$ cat src/rtl/async_fifo.sv
// async_fifo: single-clock FIFO with wrap-bit pointers, registered read data and async active-low reset
//   clk      sole clock, rising edge
//   rst      asynchronous active-low reset (0 = in reset)
//   wr_en    push request, accepted when !full
//   wr_data  word pushed on an accepted push
//   full     no free entries
//   rd_en    pop request, accepted when !empty
//   rd_data  registered word from the last accepted pop
//   empty    no stored entries
module async_fifo #(
  parameter int DATA_WIDTH = 8,
  parameter int PTR_SIZE   = 4
) (
  input  logic                  clk,
  input  logic                  rst,
  input  logic                  wr_en,
  input  logic [DATA_WIDTH-1:0] wr_data,
  output logic                  full,
  input  logic                  rd_en,
  output logic [DATA_WIDTH-1:0] rd_data,
  output logic                  empty
);
  localparam int DEPTH = 1 << PTR_SIZE;
  logic [DATA_WIDTH-1:0] mem_q [DEPTH];
  logic [PTR_SIZE:0]     wr_ptr_q, wr_ptr_d, rd_ptr_q, rd_ptr_d;
  logic [DATA_WIDTH-1:0] rd_data_q, rd_data_d;
  logic                  do_push, do_pop;
  // The extra MSB distinguishes full from empty when the address bits match.
  always_comb begin
    empty     = wr_ptr_q == rd_ptr_q;
    full      = (wr_ptr_q[PTR_SIZE-1:0] == rd_ptr_q[PTR_SIZE-1:0]) && (wr_ptr_q[PTR_SIZE] != rd_ptr_q[PTR_SIZE]);
    do_push   = wr_en && !full;
    do_pop    = rd_en && !empty;
    wr_ptr_d  = do_push ? wr_ptr_q + 1'b1 : wr_ptr_q;
    rd_ptr_d  = do_pop ? rd_ptr_q + 1'b1 : rd_ptr_q;
    rd_data_d = do_pop ? mem_q[rd_ptr_q[PTR_SIZE-1:0]] : rd_data_q;
  end
  always_ff @(posedge clk or negedge rst) begin
    if (!rst) begin
      wr_ptr_q  <= '0;
      rd_ptr_q  <= '0;
      rd_data_q <= '0;
    end else begin
      wr_ptr_q  <= wr_ptr_d;
      rd_ptr_q  <= rd_ptr_d;
      rd_data_q <= rd_data_d;
    end
  end
  // Storage is deliberately not reset; stale entries are unreachable once the pointers clear.
  always_ff @(posedge clk) begin
    if (do_push) mem_q[wr_ptr_q[PTR_SIZE-1:0]] <= wr_data;
  end
  assign rd_data = rd_data_q;
endmodule

$ cat config.mk
export PLATFORM = sky130hd
export DESIGN_NAME = async_fifo
export DESIGN_NICKNAME = d
export VERILOG_FILES = /design/src/rtl/async_fifo.sv
export SDC_FILE = /design/constraint.sdc
export NUM_CORES = 1
export LEC_CHECK = 0
export ABC_AREA = 1
export CORE_ASPECT_RATIO = 0.5
export CORE_UTILIZATION = 45
export CTS_CLUSTER_DIAMETER = 120
export DETAILED_ROUTE_END_ITERATION = 6
export HOLD_SLACK_MARGIN = 0.06
export SETUP_SLACK_MARGIN = 0.02
export SKIP_CTS_REPAIR_TIMING = 1
export SLEW_MARGIN = 0
export SYNTH_ARGS = -nofsm -noshare
export SYNTH_HDL_FRONTEND = slang
export SYNTH_SLANG_ARGS = --single-unit
$ cat constraint.sdc
create_clock -name clk -period 2.5 [get_ports clk]
set_input_delay 0.5 -clock clk [delete_from_list [all_inputs] [get_ports clk]]
set_output_delay 0.5 -clock clk [all_outputs]
set_load 0.05 [all_outputs]
== Yosys cells after proc, flatten, opt, wreduce, memory -nomap -nowiden ==
Memories as Yosys holds them, arrays and structs flattened. A register that Yosys moved wholly into a read port is not among the register bits.
Cells that the tools add are included.

* Reductions and logical operators: 6
* Eq/ne operators: 3
* Multiplexer cells: 2
* Add/subtract/negate cells: 2

{| class="wikitable"
|+ Operators by type and width
! operator !! count
|-
| 5-bit by 1-bit adder with 5-bit output (second input constant) || 2
|-
| 5-bit == test || 1
|-
| 4-bit == test || 1
|-
| 1-bit logical AND || 3
|-
| 1-bit logical NOT || 3
|-
| 1-bit two-way mux || 2
|-
| 1-bit != test || 1
|}

* Memories: 1
* Input bits: 12
* Output and inout bits: 10
* Logic and storage cells: 16
* Register bits: 10
* RAM bits: 128

{| class="wikitable"
|+ Memories
! memory !! depth !! bits a word !! rd ports !! clocked after memory_dff !! wr ports !! line !! source
|-
| mem_q || 16 || 8 || 1 || 1 || 1 || 24 || <nowiki>logic [DATA_WIDTH-1:0] mem_q [DEPTH];</nowiki>
|}

== Logic depth before layout (Yosys ltp) ==
* Depth after elaboration: 6
* Depth in mapped cells: 12

== Worst setup path after synthesis ==
Ideal clock, no wire load.

* Path type: register -> register
* Start point: reg rd_ptr_q[1]
* End point: mem mem_q[11][0] (enable)
* Setup slack: 0.474 ns
* Cell stages (with the launch flop): 9
* Period minus slack after synthesis: 2.026 ns
* Required time: 2.117 ns
* Buffers on the path: 2
* Library setup time: 0.383 ns
* Arrival: 1.643 ns
* Cell sequence: dfrtp_1 > buf_2 > inv_2 > nand2_1 > a21oi_1 > nand3_1 > nand2_2 > buf_2 > nor3_1

* Word-level cells in the longest chain between the ends: 6

{| class="wikitable"
|+ RTL lines
! what !! line !! source
|-
| from (decl) || 25 || <nowiki>logic [PTR_SIZE:0] wr_ptr_q, wr_ptr_d, rd_ptr_q, rd_ptr_d;</nowiki>
|-
| from (signal assigned) || 45 || <nowiki>rd_ptr_q <= rd_ptr_d;</nowiki>
|-
| 4-bit == test || 31 || <nowiki>full = (wr_ptr_q[PTR_SIZE-1:0] == rd_ptr_q[PTR_SIZE-1:0]) && (wr_ptr_q[PTR_SIZE] != rd_ptr_q[PTR_SIZE]);</nowiki>
|-
| 1-bit logical AND || 31 ||
|-
| 1-bit logical NOT || 32 || <nowiki>do_push = wr_en && !full;</nowiki>
|-
| 1-bit logical AND || 32 ||
|-
| 1-bit two-way mux || 51 || <nowiki>if (do_push) mem_q[wr_ptr_q[PTR_SIZE-1:0]] <= wr_data;</nowiki>
|-
| 1-bit two-way mux (implied by the code) || 51 ||
|-
| to (decl) || 24 ||
|}

Every way passes these cells.

== Worst setup path after layout ==
* Start point: reg wr_ptr_q[0]
* End point: out full

* Word-level cells in the longest chain between the ends: 2

{| class="wikitable"
|+ RTL lines
! what !! line !! source
|-
| from (decl) || 25 ||
|-
| from (signal assigned) || 44 || <nowiki>wr_ptr_q <= wr_ptr_d;</nowiki>
|-
| 4-bit == test || 31 ||
|-
| 1-bit logical AND || 31 ||
|-
| to (decl) || 18 || <nowiki>output logic full,</nowiki>
|}

Every way passes these cells.

==> summary.txt <==
Status
  • Outcome: complete, no violations

Routing
  • Drt first pass iters: 4
  • DR vias: 4530
  • Vias per cell: 4.84
  • # DRC: 0
  • Final WL: 15.5 mm
  • Violation count after the first detailed-route iteration: 439
  • Post-DRT Antenna Nets: 0
  • WL/cell: 16.6 um

Power
  • Sequential share of power: 34.9%
  • Gate power share: 35.4%
  • Peak VDD IR: 0.000510 V
  • Int Pwr: 0.00565 W
  • Switching power: 0.00335 W
  • Clock share of power: 29.6%
  • Static leakage: 3.54 nW
  • PwrDens: 1160 nW/um^2
  • Sw Ratio: 37.2%

Timing
  • Clock Skews: 0.00651 ns
  • Least-Margin Pin Slew: 1.06 ns
  • Rel. slew slack: 28.9%
  • Fmax: 433 MHz
  • Final number of hold-violating endpoints: 0
  • Final Setup Violations: 0
  • RSZ-0062 raised after global routing: false
  • Final slew viol count: 0
  • Crit share post-route: 92.3%
  • Hold Slack: 0.406 ns
  • Final worst slack: 0.193 ns
  • Setup tns final: 0 ns
  • Minimum clock period: 2.31 ns

Logic synthesis
  • Average cell area after synthesis: 9.59 sq um
  • FF+latch count, synth: 146
  • Post-Synthesis Cells: 686
  • Mapped cell area: 6580 sq um
  • Synth unique cells: 21
  • Sequential element share of the synthesized area: 65.3%
  • Yosys warning total: 0
  • Post-synthesis net count: 703

Clock tree
  • Max H-tree Level: 4
  • CTS Buffer Depth: 2
  • Clock slew at reported path FFs: 0.06 ns
  • Clk_lat worst skew: 0.42 ns
  • Clk sinks: 146
  • CTS tree: built
  • CTS buffer count: 17
  • Clk root buf: clkbuf_16

Global routing
  • First-pass GRT wire length: 24.6 mm
  • Vias in the first global route: 4372
  • Met1 usage: 32.1%
  • Pin count of the biggest net entering global routing: 66
  • Gr busiest metal: met2
  • Initial antenna violation count: 0
  • Total grt overflow: 0
  • M2 GR Usage: 34.6%
  • GRT met3 Usage: 3.40%
  • Overall Global Routing Usage: 22.4%

Job
  • Max_cap viols: 0

Cells and area
  • Share of cells above drive strength 1: 9.83%
  • Layout area overhead: 18.2%
  • Fillers: 1211
  • Final Net Count: 748
  • ANT cells: 0
  • Core Util, Final: 56.0%
  • Layout Cells excl Fill: 935

Floorplanning
  • Die width: 173 um
  • Die Area: 15100 sq um
  • Top Ports: 22
  • Placeable Area: 13900 sq um
  • Initial Util: 47.4%
  • Die Y: 87.5 um
  • Row count: 30

Setup path
  • Crit path launch type: flop
  • Setup CP Type: flop to output port
  • Largest fanout on the critical path: 6
  • Worst path required time: 2.00 ns
  • Crit end category: output port
  • Critical path data arrival time: 1.81 ns

Placed design
  • I/O Buffers: 21
  • Dpl ws: 0.00271 ns
  • DP HPWL: 9.93 mm
  • Cells after DPL: 904
  • GPL Wtd Cong: 0.894

Worst hold path
  • Worst min-delay path class: input pin to async pin
==> power groups by stage <==
| stage | sequential [W] | combinational [W] | clock, W |
|---|---|---|---|
| after global routing | 0.00317 | 0.00356 | 0.00279 |
| after floorplan | 0.00338 | 0.00191 | 0 |
| after global placement | 0.00318 | 0.00316 | 0 |
| after detailed placement | 0.00319 | 0.00316 | 0 |
| final | 0.00314 | 0.00319 | 0.00267 |
| after CTS | 0.00314 | 0.00320 | 0.00269 |
==> through the flow <==
stage	cell area [sq um]	total power [W]
4_1_cts	7770	0.00903
5_1_grt	7780	0.00952
3_3_place_gp	7160	0.00634
2_1_floorplan	6580	0.00529
3_5_place_dp	7160	0.00635
6_report	7780	0.00900
==> cells in the final DEF, fill, tap and decap left out <==
cell type | Yosys | layout
nand2_1 | 253 | 253
inv_1 | 132 | 132
edfxtp_1 | 128 | 128
nand3_1 | 85 | 85
buf_4 | 2 | 32
clkdlybuf4s50_1 | 0 | 19
clkbuf_16 | 0 | 17
dfrtp_1 | 18 | 17
nor3_1 | 15 | 14
xor2_1 | 5 | 5
ha_1 | 5 | 5
inv_2 | 4 | 4
xnor2_1 | 4 | 4
bufinv_16 | 0 | 4
clkinv_2 | 0 | 3
nor2_1 | 2 | 2
nand2_2 | 2 | 2
o21ai_1 | 2 | 2
clkinv_1 | 2 | 2
clkinvlp_4 | 0 | 2
inv_6 | 0 | 2
clkinv_4 | 0 | 2
buf_12 | 0 | 2
a21oi_1 | 1 | 1
nor3_2 | 0 | 1
nor2_2 | 1 | 1
clkbuf_1 | 6 | 1
dfrtp_2 | 0 | 1
==> flip-flops by register name, indices dropped and copies added (netlist names) <==
name,flops
mem_q,128
rd_data,8
rd_ptr_q,5
wr_ptr_q,5
==> path summary, 6_finish.rpt <==
| kind | depth (start not counted) | from | slack, ns | end |
|---|---|---|---|---|
| hold / removal | 2 | rst | 0.41 | rd_ptr_q[3]$_DFFE_PN0P_ |
| min in group clk | 2 | rd_data[6]$_DFFE_PN0P_ | 0.48 | rd_data[6]$_DFFE_PN0P_ |
| setup / recovery | 8 | wr_ptr_q[0]$_DFFE_PN0P_ | 0.19 | full |
| max in group asynchronous | 2 | rst | 1.87 | rd_ptr_q[0]$_DFFE_PN0P_ |
| hold reg to reg | 2 | rd_data[6]$_DFFE_PN0P_ | 0.48 | rd_data[6]$_DFFE_PN0P_ |
| setup reg to reg | 9 | wr_ptr_q[0]$_DFFE_PN0P_ | 0.21 | mem_q[6][6]$_DFFE_PP_ |
==> synth_stat cells <==
library cell / count / area share, %
nor2_2: 1 / 0.095
buf_4: 2 / 0.23
buf_6: 1 / 0.17
inv_2: 4 / 0.23
nand2_2: 2 / 0.19
nand3_1: 85 / 6.5
o21ai_1: 2 / 0.15
nor2_1: 2 / 0.11
xor2_1: 5 / 0.67
a21oi_1: 1 / 0.076
edfxtp_1: 128 / 58
nor3_1: 15 / 1.1
nand2_1: 253 / 14
xnor2_1: 4 / 0.53
inv_1: 132 / 7.5
buf_1: 3 / 0.17
clkinv_1: 2 / 0.11
buf_2: 15 / 1.1
ha_1: 5 / 0.95
dfrtp_1: 18 / 6.8
clkbuf_1: 6 / 0.34
==> cell families (layout without fill, tap and decap cells) <==
kind of cell / Yosys count / count (layout) / synth area share (%)
buffers and inverters: 165 / 222 / 9.93
xor gates and xnor gates: 9 / 9 / 1.20
AOI/OAI and AO/OA: 3 / 3 / 0.228
DFF: 146 / 146 / 65.3
adders and majority gates: 5 / 5 / 0.951
and+or+nand+nor: 358 / 358 / 22.4
==> area by class of cell <==
cell class	count	area, sq um	share of cell area (%)
Sequential cell	146	4300	55.2
Multi-Input combinational cell	375	1640	21.1
Inverter	138	518	6.66
Timing Repair Buffer	53	470	6.05
Clock buffer	18	429	5.52
Tap cell	192	240	3.09
Clock inverter	13	185	2.38
==> worst max-delay path, cell delays in order, from the launching register on <==
cell and delay (ns):
dfrtp_1 0.45, inv_1 0.09, nand2_1 0.06, nand2_1 0.05, a21oi_1 0.17, nand3_1 0.17
buf_4 0.17, inv_1 0.08, buf_12 0.14
==> metal layers <==
layer | vias up | share of wire, % | routed length, um
li1 | 2241 | - | -
met5 | - | 0 | 0
met4 | 0 | 1.7 | 270
met2 | 137 | 43 | 6670
met3 | 23 | 5.5 | 847
met1 | 2129 | 50 | 7730
Note: power is estimated with default switching activity, not from simulation.
